File: src/rtl/mem_access_ctrl_pkg.sv
// Shared encodings for the memory-stage access controller: mem_sel codes,
// bus size codes, FSM states and the lane/strobe/alignment helpers.
package mem_pkg;

  localparam logic [1:0] MEM_SC   = 2'd0;
  localparam logic [1:0] MEM_BYTE = 2'd1;
  localparam logic [1:0] MEM_HALF = 2'd2;
  localparam logic [1:0] MEM_WORD = 2'd3;

  localparam logic [1:0] SIZE_BYTE = 2'd0;
  localparam logic [1:0] SIZE_HALF = 2'd1;
  localparam logic [1:0] SIZE_WORD = 2'd2;

  typedef enum logic [1:0] {
    ST_IDLE = 2'd0,
    ST_REQ  = 2'd1,
    ST_WAIT = 2'd2,
    ST_DONE = 2'd3
  } state_e;

  function automatic logic [1:0] sizeOf(input logic [1:0] sel);
    logic [1:0] size;
    case (sel)
      MEM_BYTE: size = SIZE_BYTE;
      MEM_HALF: size = SIZE_HALF;
      default:  size = SIZE_WORD;
    endcase
    return size;
  endfunction

  function automatic logic [3:0] strbOf(input logic [1:0] sel, input logic [1:0] lane);
    logic [3:0] strb;
    case (sel)
      MEM_BYTE: strb = 4'b0001 << lane;
      MEM_HALF: strb = 4'b0011 << lane;
      default:  strb = 4'b1111;
    endcase
    return strb;
  endfunction

  function automatic logic [31:0] repData(input logic [1:0] sel, input logic [31:0] data);
    logic [31:0] rep;
    case (sel)
      MEM_BYTE: rep = {4{data[7:0]}};
      MEM_HALF: rep = {2{data[15:0]}};
      default:  rep = data;
    endcase
    return rep;
  endfunction

  // Move the addressed lane down to bit 0, then trim and extend to 32 bits.
  function automatic logic [31:0] alignLoad(input logic [1:0] sel, input logic sext,
                                            input logic [1:0] lane, input logic [31:0] raw);
    logic [31:0] shifted;
    logic [31:0] result;
    shifted = raw >> {lane, 3'b000};
    case (sel)
      MEM_BYTE: result = {{24{sext & shifted[7]}}, shifted[7:0]};
      MEM_HALF: result = {{16{sext & shifted[15]}}, shifted[15:0]};
      default:  result = shifted;
    endcase
    return result;
  endfunction

endpackage

File: src/rtl/mem_access_ctrl_if.sv
// Pipeline-side and data-bus-side signals of the memory access controller.
interface mem_access_ctrl_if;
  logic        valid;
  logic        we;
  logic [1:0]  mem_sel;
  logic        sign_ext;
  logic        ll;
  logic        llbit_clr;
  logic [31:0] addr;
  logic [31:0] wdata;
  logic [31:0] rdata;
  logic        done;
  logic        stall;
  logic        sc_result;
  logic        adel;
  logic        ades;
  logic        data_req;
  logic        data_wr;
  logic [1:0]  data_size;
  logic [3:0]  data_wstrb;
  logic [31:0] data_addr;
  logic [31:0] data_wdata;
  logic        data_addr_ok;
  logic        data_data_ok;
  logic [31:0] data_rdata;

  modport slave (
    input  valid, we, mem_sel, sign_ext, ll, llbit_clr, addr, wdata,
    output rdata, done, stall, sc_result, adel, ades,
    output data_req, data_wr, data_size, data_wstrb, data_addr, data_wdata,
    input  data_addr_ok, data_data_ok, data_rdata
  );

  modport master (
    output valid, we, mem_sel, sign_ext, ll, llbit_clr, addr, wdata,
    input  rdata, done, stall, sc_result, adel, ades,
    input  data_req, data_wr, data_size, data_wstrb, data_addr, data_wdata,
    output data_addr_ok, data_data_ok, data_rdata
  );
endinterface

File: src/rtl/mem_access_ctrl_llbit.sv
// LL/SC link bit: clear has priority over set, asynchronous reset.
module llbit_reg (
  input  logic clk,
  input  logic rst,
  input  logic set_i,
  input  logic clr_i,
  output logic llbit_o
);

  logic llbit_q;

  always_ff @(posedge clk or posedge rst) begin
    if (rst) begin
      llbit_q <= 1'b0;
    end else if (clr_i) begin
      llbit_q <= 1'b0;
    end else if (set_i) begin
      llbit_q <= 1'b1;
    end
  end

  assign llbit_o = llbit_q;

endmodule

File: src/rtl/mem_access_ctrl.sv
// Memory-stage load/store controller driving the SRAM-like data bus.
// Define MEM_ALIGN_CHECK_EN to trap misaligned accesses via adel/ades.
module mem_access_ctrl
  import mem_pkg::*;
(
  input logic              clk,
  input logic              rst,
  mem_access_ctrl_if.slave mif
);

  state_e      state_q, state_d;
  logic        we_q, we_d;
  logic [1:0]  sel_q, sel_d;
  logic        sext_q, sext_d;
  logic        ll_q, ll_d;
  logic [31:0] addr_q, addr_d;
  logic [31:0] wdata_q, wdata_d;
  logic [31:0] rdata_q, rdata_d;
  logic        scResult_q, scResult_d;
  logic        adel_q, adel_d;
  logic        ades_q, ades_d;

  logic        misalign;
  logic [31:0] addrIn;
  logic        scReq;
  logic        llbit;
  logic        llSet;
  logic        llClr;
  logic        busReq;
  logic        dataDone;

`ifdef MEM_ALIGN_CHECK_EN
  always_comb begin
    addrIn   = mif.addr;
    misalign = ((mif.mem_sel == MEM_HALF) && mif.addr[0]) ||
               (((mif.mem_sel == MEM_WORD) || (mif.mem_sel == MEM_SC)) && (mif.addr[1:0] != 2'b00));
  end
`else
  // Without the check, misaligned halves/words silently round down to their natural boundary.
  always_comb begin
    addrIn   = mif.addr;
    misalign = 1'b0;
    if (mif.mem_sel == MEM_HALF) begin
      addrIn[0] = 1'b0;
    end else if ((mif.mem_sel == MEM_WORD) || (mif.mem_sel == MEM_SC)) begin
      addrIn[1:0] = 2'b00;
    end
  end
`endif

  assign scReq    = mif.we && (mif.mem_sel == MEM_SC);
  assign busReq   = (state_q == ST_REQ);
  assign dataDone = (state_q == ST_WAIT) && mif.data_data_ok;

  always_comb begin
    state_d    = state_q;
    we_d       = we_q;
    sel_d      = sel_q;
    sext_d     = sext_q;
    ll_d       = ll_q;
    addr_d     = addr_q;
    wdata_d    = wdata_q;
    rdata_d    = rdata_q;
    scResult_d = scResult_q;
    adel_d     = adel_q;
    ades_d     = ades_q;
    case (state_q)
      ST_IDLE: begin
        if (mif.valid) begin
          we_d       = mif.we;
          sel_d      = mif.mem_sel;
          sext_d     = mif.sign_ext;
          ll_d       = mif.ll;
          addr_d     = addrIn;
          wdata_d    = mif.wdata;
          rdata_d    = 32'h0;
          scResult_d = 1'b0;
          adel_d     = misalign & ~mif.we;
          ades_d     = misalign & mif.we;
          if (misalign || (scReq && !llbit)) begin
            state_d = ST_DONE;
          end else begin
            state_d = ST_REQ;
          end
        end
      end
      ST_REQ: begin
        if (mif.data_addr_ok) begin
          state_d = ST_WAIT;
        end
      end
      ST_WAIT: begin
        if (mif.data_data_ok) begin
          state_d = ST_DONE;
          if (!we_q) begin
            rdata_d = alignLoad(sel_q, sext_q, addr_q[1:0], mif.data_rdata);
          end else if (sel_q == MEM_SC) begin
            scResult_d = 1'b1;
          end
        end
      end
      default: state_d = ST_IDLE;
    endcase
  end

  // Any sc that finishes, on the bus or short-circuited, consumes the link.
  assign llSet = dataDone && !we_q && ll_q;
  assign llClr = mif.llbit_clr ||
                 (dataDone && we_q && (sel_q == MEM_SC)) ||
                 ((state_q == ST_IDLE) && mif.valid && scReq && (misalign || !llbit));

  llbit_reg u_llbit (
    .clk     (clk),
    .rst     (rst),
    .set_i   (llSet),
    .clr_i   (llClr),
    .llbit_o (llbit)
  );

  always_ff @(posedge clk or posedge rst) begin
    if (rst) begin
      state_q    <= ST_IDLE;
      we_q       <= 1'b0;
      sel_q      <= MEM_SC;
      sext_q     <= 1'b0;
      ll_q       <= 1'b0;
      addr_q     <= 32'h0;
      wdata_q    <= 32'h0;
      rdata_q    <= 32'h0;
      scResult_q <= 1'b0;
      adel_q     <= 1'b0;
      ades_q     <= 1'b0;
    end else begin
      state_q    <= state_d;
      we_q       <= we_d;
      sel_q      <= sel_d;
      sext_q     <= sext_d;
      ll_q       <= ll_d;
      addr_q     <= addr_d;
      wdata_q    <= wdata_d;
      rdata_q    <= rdata_d;
      scResult_q <= scResult_d;
      adel_q     <= adel_d;
      ades_q     <= ades_d;
    end
  end

  assign mif.rdata      = rdata_q;
  assign mif.sc_result  = scResult_q;
  assign mif.adel       = adel_q;
  assign mif.ades       = ades_q;
  assign mif.done       = (state_q == ST_DONE);
  assign mif.stall      = ((state_q == ST_IDLE) && mif.valid) || busReq || (state_q == ST_WAIT);

  // Bus controls are only driven while a request is outstanding, so they idle at zero.
  assign mif.data_req   = busReq;
  assign mif.data_wr    = busReq & we_q;
  assign mif.data_size  = busReq ? sizeOf(sel_q) : 2'b00;
  assign mif.data_wstrb = (busReq && we_q) ? strbOf(sel_q, addr_q[1:0]) : 4'b0000;
  assign mif.data_addr  = busReq ? addr_q : 32'h0;
  assign mif.data_wdata = (busReq && we_q) ? repData(sel_q, wdata_q) : 32'h0;

endmodule

File: src/flat_wrapper.sv
// flat-port wrapper written by rule: the top's interface ports become plain ports
module mem_access_ctrl_flat import mem_pkg::*;
  (clk, rst, mif_valid, mif_we, mif_mem_sel, mif_sign_ext, mif_ll, mif_llbit_clr, mif_addr, mif_wdata, mif_rdata, mif_done, mif_stall, mif_sc_result, mif_adel, mif_ades, mif_data_req, mif_data_wr, mif_data_size, mif_data_wstrb, mif_data_addr, mif_data_wdata, mif_data_addr_ok, mif_data_data_ok, mif_data_rdata);
  mem_access_ctrl_if mif_i ();
  input logic clk;
  input logic rst;
  input wire logic [$bits(mif_i.valid)-1:0] mif_valid;
  input wire logic [$bits(mif_i.we)-1:0] mif_we;
  input wire logic [$bits(mif_i.mem_sel)-1:0] mif_mem_sel;
  input wire logic [$bits(mif_i.sign_ext)-1:0] mif_sign_ext;
  input wire logic [$bits(mif_i.ll)-1:0] mif_ll;
  input wire logic [$bits(mif_i.llbit_clr)-1:0] mif_llbit_clr;
  input wire logic [$bits(mif_i.addr)-1:0] mif_addr;
  input wire logic [$bits(mif_i.wdata)-1:0] mif_wdata;
  output wire logic [$bits(mif_i.rdata)-1:0] mif_rdata;
  output wire logic [$bits(mif_i.done)-1:0] mif_done;
  output wire logic [$bits(mif_i.stall)-1:0] mif_stall;
  output wire logic [$bits(mif_i.sc_result)-1:0] mif_sc_result;
  output wire logic [$bits(mif_i.adel)-1:0] mif_adel;
  output wire logic [$bits(mif_i.ades)-1:0] mif_ades;
  output wire logic [$bits(mif_i.data_req)-1:0] mif_data_req;
  output wire logic [$bits(mif_i.data_wr)-1:0] mif_data_wr;
  output wire logic [$bits(mif_i.data_size)-1:0] mif_data_size;
  output wire logic [$bits(mif_i.data_wstrb)-1:0] mif_data_wstrb;
  output wire logic [$bits(mif_i.data_addr)-1:0] mif_data_addr;
  output wire logic [$bits(mif_i.data_wdata)-1:0] mif_data_wdata;
  input wire logic [$bits(mif_i.data_addr_ok)-1:0] mif_data_addr_ok;
  input wire logic [$bits(mif_i.data_data_ok)-1:0] mif_data_data_ok;
  input wire logic [$bits(mif_i.data_rdata)-1:0] mif_data_rdata;
  assign mif_i.valid = mif_valid;
  assign mif_i.we = mif_we;
  assign mif_i.mem_sel = mif_mem_sel;
  assign mif_i.sign_ext = mif_sign_ext;
  assign mif_i.ll = mif_ll;
  assign mif_i.llbit_clr = mif_llbit_clr;
  assign mif_i.addr = mif_addr;
  assign mif_i.wdata = mif_wdata;
  assign mif_rdata = mif_i.rdata;
  assign mif_done = mif_i.done;
  assign mif_stall = mif_i.stall;
  assign mif_sc_result = mif_i.sc_result;
  assign mif_adel = mif_i.adel;
  assign mif_ades = mif_i.ades;
  assign mif_data_req = mif_i.data_req;
  assign mif_data_wr = mif_i.data_wr;
  assign mif_data_size = mif_i.data_size;
  assign mif_data_wstrb = mif_i.data_wstrb;
  assign mif_data_addr = mif_i.data_addr;
  assign mif_data_wdata = mif_i.data_wdata;
  assign mif_i.data_addr_ok = mif_data_addr_ok;
  assign mif_i.data_data_ok = mif_data_data_ok;
  assign mif_i.data_rdata = mif_data_rdata;
  mem_access_ctrl u_core (.clk(clk), .rst(rst), .mif(mif_i));
endmodule
File: config.mk
export PLATFORM = sky130hd
export DESIGN_NAME = mem_access_ctrl_flat
export DESIGN_NICKNAME = d
export VERILOG_FILES = /design/src/rtl/mem_access_ctrl_pkg.sv /design/src/rtl/mem_access_ctrl_if.sv /design/src/rtl/mem_access_ctrl_llbit.sv /design/src/rtl/mem_access_ctrl.sv /design/src/flat_wrapper.sv
export SDC_FILE = /design/constraint.sdc
export NUM_CORES = 1
export LEC_CHECK = 0
export ABC_CLOCK_PERIOD_IN_PS = 6400
export BUFFER_PORTS_ARGS = -buffer_cell sky130_fd_sc_hd__buf_4
export CAP_MARGIN = 20
export CORE_MARGIN = 5
export CORE_UTILIZATION = 30
export DETAILED_ROUTE_END_ITERATION = 16
export GPL_ROUTABILITY_DRIVEN = 0
export GPL_TIMING_DRIVEN = 0
export SYNTH_ARGS = -nofsm -noshare
export SYNTH_HDL_FRONTEND = slang
export SYNTH_SLANG_ARGS = --single-unit
export TNS_END_PERCENT = 1
File: constraint.sdc
create_clock -name clk -period 6.4 [get_ports clk]
set_input_delay 0.32 -clock clk [delete_from_list [all_inputs] [get_ports clk]]
set_output_delay 0.32 -clock clk [all_outputs]
set_load 0.05 [all_outputs]
# Yosys cells after proc, flatten, opt, wreduce, memory -nomap -nowiden
# Index checks and enable logic that the tools add are counted.
# totals
register_bits	105
latch_bits	0
ramBits	0
mem_bits_ro	0
input_bits	107
out_inout_bits	109
elab_cells	83
memories	0
# op_classes
add_sub_neg	0
mul	0
div_mod_pow	0
magnitude_cmp	0
eq_ne	13
shifts	3
mux	27
bitwise_logic	3
reduce_logical	27
# ops
operator	n
one-hot mux 32 bit (2 select lines)	3
two-way mux 32 bit	5
>> shifter 32 x 5 -> 32 bit	1
two-way mux 2 bit	6
logical AND 1 bit	11
equality test 2 bit (second input constant)	5
inequality test 2 bit (second input constant)	5
two-way mux 1 bit	8
one-hot mux 4 bit (2 select lines)	1
logical NOT 2 bit	3
one-hot mux 2 bit (3 select lines)	1
logical OR 1 bit	5
AND reduction 5 bit	1
equality test 2 x 1 -> 1 bit (second input constant)	2
two-way mux 4 bit	1
one-hot mux 2 bit (2 select lines)	1
AND reduction 4 bit	1
nonzero test 2 bit	2
left shift 1 x 2 -> 4 bit (first input constant)	1
left shift 2 x 2 -> 4 bit (first input constant)	1
bitwise AND 1 bit	3
AND reduction 3 bit	1
logical NOT 1 bit	2
inequality test 2 x 1 -> 1 bit (second input constant)	1
2 further kinds	2

# Longest topological paths before layout
# logic_depth
depth_word	7
ltp_mapped	7
mapped_depth_nobuf	6

# Modules after synthesis
# From an unflattened synthesis, not the netlist that was laid out.
# hier_totals
hier_cells	534
hier_area_um2	5537.8
# modules_own_cells
mod	instances	cells_each	area_each_um2	seq_area_each_um2
mem_access_ctrl	1	531	5499.0	2602.5
llbit_reg	1	3	38.8	25.0

# Least setup slack after synthesis
# Ideal clock, no wire load.
# synth_timing
path_kind	reg2out
start	register u_core.state_q[1]
end	output port mif_data_wstrb[0]
t_arrival_ns	2.224
required_time_ns	6.080
setup_slack_ns	3.856
path_stages_with_launch	7
path_buffers	1
cell_sequence	dfrtp_1 -> inv_1 -> ha_1 -> nand2_1 -> clkbuf_1 -> inv_1 -> o21a_1
# synth_via
elab_chain_cells	3
# synth_rtl
item	line_no	rtl
start, declared	mem_access_ctrl.sv:11	state_e state_q, state_d;
start signal, assigned	mem_access_ctrl.sv:134	state_q <= state_d;
equality test 2 x 1 -> 1 bit	mem_access_ctrl.sv:52	assign busReq = (state_q == ST_REQ);
named net mif_data_req	flat_wrapper.sv:21	output wire logic [$bits(mif_i.data_req)-1:0] mif_data_req;
logical AND 1 bit	mem_access_ctrl.sv:159	assign mif.data_wstrb = (busReq && we_q) ? strbOf(sel_q, addr_q[1:0]) : 4'b0000;
two-way mux 4 bit	mem_access_ctrl.sv:159	
end, declared	flat_wrapper.sv:24	output wire logic [$bits(mif_i.data_wstrb)-1:0] mif_data_wstrb;
# The timed path passes the listed nets, and every way through them passes these cells.

# Worst setup path in the final report
# layout_timing
start	register u_core.sel_q[0]
end	output port mif_data_wdata[21]
# layout_via
elab_chain_cells	3
elab_cells_between_ends	4
cone_classes	eq/ne (2); mux (2)
# layout_rtl
item	line_no	rtl
start, declared	mem_access_ctrl.sv:13	logic [1:0] sel_q, sel_d;
start signal, assigned	mem_access_ctrl.sv:136	sel_q <= sel_d;
equality test 2 bit / equality test 2 x 1 -> 1 bit (equally long branches)	mem_access_ctrl_pkg.sv:43	case (sel)
one-hot mux 32 bit (2 select lines) *	mem_access_ctrl_pkg.sv:43	
two-way mux 32 bit *	mem_access_ctrl.sv:161	assign mif.data_wdata = (busReq && we_q) ? repData(sel_q, wdata_q) : 32'h0;
end, declared	flat_wrapper.sv:26	output wire logic [$bits(mif_i.data_wdata)-1:0] mif_data_wdata;
# Every way passes the cells marked *; elsewhere a longest branch is shown, timed or not.

==> impl_metrics.json <==
{
  "cts_resized": 0,
  "drv_slew": 0,
  "ys_types": 39,
  "cts_tree": "yes",
  "num_antenna_cells": 0,
  "start_util": 0.304,
  "synth.most_common_cell": "dfrtp_1",
  "finalCoreUtilization": 0.431,
  "worst_pin_slew_ns": 0.740,
  "cts-root-buf": "clkbuf_16",
  "endpoint_kind": "primary output",
  "ys_top_cells_by_area": "dfrtp_1 (48%), mux2_2 (17%), and2_1 (3.8%), a21oi_1 (3.4%), nand2_1 (3.0%)",
  "htreeDepth": 3,
  "relSlewSlack": 0.507,
  "skew_ns": 0.00860,
  "drt-initial-drc-count": 168,
  "cp.required_ns": 6.08,
  "yosys.area.top_type": "dfrtp_1",
  "crit_fanout": 10,
  "yosysWarnings": 0,
  "async_reset_ff_frac": 1.00,
  "cts_setup_buffers": 0,
  "total_power_mw": 4.68,
  "cts_hold_buffers": 0,
  "die_w_um": 145,
  "cts.path.max_buffers": 2,
  "gr-total-overflow": 0,
  "vias_per_cell": 4.95,
  "max_stage_delay_ns": 0.57,
  "synth_edf_count": 0,
  "clock_latency_ns": 0.35,
  "worstPathCellList": "inv_1 > ha_1 > inv_1 > clkbuf_1 > nor2_1 > a22oi_1 > nor2_1 > buf_4",
  "synth_common_cells": "dfrtp_1 (105), mux2_2 (81), nand2_1 (43), a21oi_1 (37), and2_1 (33)",
  "numCtsBuffers": 9,
  "n_fill_cell": 1736,
  "grt_pass1_vias": 5223,
  "seq_area_frac_synth": 0.481,
  "clkTransAtPathRegs_ns": 0.07,
  "worst-setup-path-type": "reg2out",
  "core.rowCount": 49,
  "core_sq_um": 18000,
  "synth-main-ff-cell": "dfrtp_1",
  "ant_nets": 0,
  "firstDrtPassIters": 4,
  "finalSetupViolations": 0,
  "status": "finished clean",
  "cp-start-kind": "flip-flop",
  "fp.dieH_um": 145,
  "grt_pass1_wl_mm": 29.9,
  "nets": 854,
  "syn2layout_area_growth_pct": 41.6,
  "num_io_pins": 216,
  "die_area_sq_um": 21000,
  "leakage_nw": 3.67,
  "drc": 0,
  "grt.total_usage": 0.179,
  "yosysTopAreaCellShare": 0.481,
  "antenna_found_initial": 0,
  "drt-total-wl_mm": 19.0,
  "fin_crit_sh": 0.450,
  "cap_violations": 0,
  "layout-drive-gt1-share": 0.448,
  "route.vias.total": 4807,
  "rsz0062_at_grt": "no",
  "worstPathArrival_ns": 2.56,
  "io_buffers": 213,
  "hold_class": "in2async",
  "synth_area_sq_um": 5460,
  "cts_sinks": 105,
  "grt_max_degree": 66,
  "ys_ff_latch": 105,
  "hold_violations": 0,
  "tns_ns": 0,
  "cp_slowest_cell": "nor2_1",
  "power.density_nw_per_um2": 605,
  "synth_area_per_cell_sq_um": 10.7,
  "peakVddDrop_mv": 0.294,
  "fin_crit_ns": 2.88,
  "max_freq_ghz": 0.347,
  "netlist_instances": 512,
  "dp_hpwl_mm": 14.9,
  "wl_per_cell_um": 19.6
}
## sequential cells by signal, indices dropped and copies added (netlist names)
name,flops
u_core.sel_q,2
u_core.wdata_q,32
u_core.sext_q,1
u_core.addr_q,32
u_core.ll_q,1
u_core.we_q,1
u_core.mif.sc_result,1
u_core.u_llbit.llbit_o,1
u_core.mif.rdata,32
u_core.state_q,2
## kinds of logic (layout without fill, tap and decap cells)
logic type	count (synthesis)	count (layout)	synth area share
mux	90	90	0.186
other cells	1	2	0.000686
flops	105	105	0.481
simple gates	126	126	0.115
buf+inv	52	282	0.0435
compound gates	129	129	0.154
fa+ha+maj	9	9	0.0206
## per-layer routing
layer,global-route usage,vias up,share of wire
li1,-,2261,-
met1,0.223,2316,0.41
met2,0.284,218,0.46
met3,0.0848,12,0.11
met4,0.0400,0,0.012
met5,0,-,0
## area by class of cell
type,instances,area [sq um],area share
clock inverters,6,113,0.0146
multi-input cells,356,2600,0.336
flip-flops and latches,105,2630,0.340
plain buffers,39,189,0.0244
repair buffers,214,1630,0.210
clock buffers,10,239,0.0309
well taps,229,287,0.0370
inverters,13,51.3,0.00663
## worst max-delay path: cells and delay by family, from the launching register on
family	cells	cell delay [ns]
simple gates	2	0.71
flops	1	0.38
buf+inv	4	0.66
fa+ha+maj	1	0.33
compound gates	1	0.14
## path summary, 6_finish.rpt
kind	from	end	slack [ns]	depth (start not counted)
worst max-delay path	u_core.sel_q[0]	mif_data_wdata[21]	3.52	8
worst min-delay path	rst	u_core.mif.rdata[9]	0.03	2
worst max register to register	u_core.sel_q[0]	u_core.mif.rdata[11]	4.27	7
worst min register to register	u_core.mif.rdata[21]	u_core.mif.rdata[21]	0.48	2
max in group asynchronous	rst	u_core.wdata_q[14]	5.63	3
min in group clk	mif_llbit_clr	u_core.u_llbit.llbit_o	0.14	2
## through the flow
stage | cell area, sq um | setup WS (ns) | instances | hold slack [ns]
2_1_floorplan | 5470 | 3.32 | 513 | 0.392
3_3_place_gp | 7350 | 1.77 | 955 | 0.465
3_5_place_dp | 7380 | 3.84 | 956 | 0.416
4_1_cts | 7730 | 3.43 | 972 | 0.0318
5_1_grt | 7730 | 3.21 | 972 | 0.0702
6_report | 7730 | 3.52 | 972 | 0.0342
## placed cells by master, fill, tap and decap left out, drive strengths merged, types with 2 or more instances in the layout
cell,instances
buf,232
dfrtp,105
mux2,81
nand2,43
a21oi,37
and2,33
clkbuf,31
nor2,26
o21ai,24
o31ai,17
o21a,17
a22oi,16
inv,13
ha,9
mux2i,9
a221oi,8
and3,8
nand2b,5
nor2b,3
o22ai,3
bufinv,3
clkinv,3
nand4,2
nand3b,2
a41oi,2
conb,2
## power breakdown
part | total [mW] | switching, mW | internal, mW
registers | 1.18 | 0.201 | 0.983
logic | 2.85 | 1.88 | 0.966
clock network | 0.650 | 0.255 | 0.395
total | 4.68 | 2.34 | 2.34
Note: power is estimated with default switching activity, not from simulation.
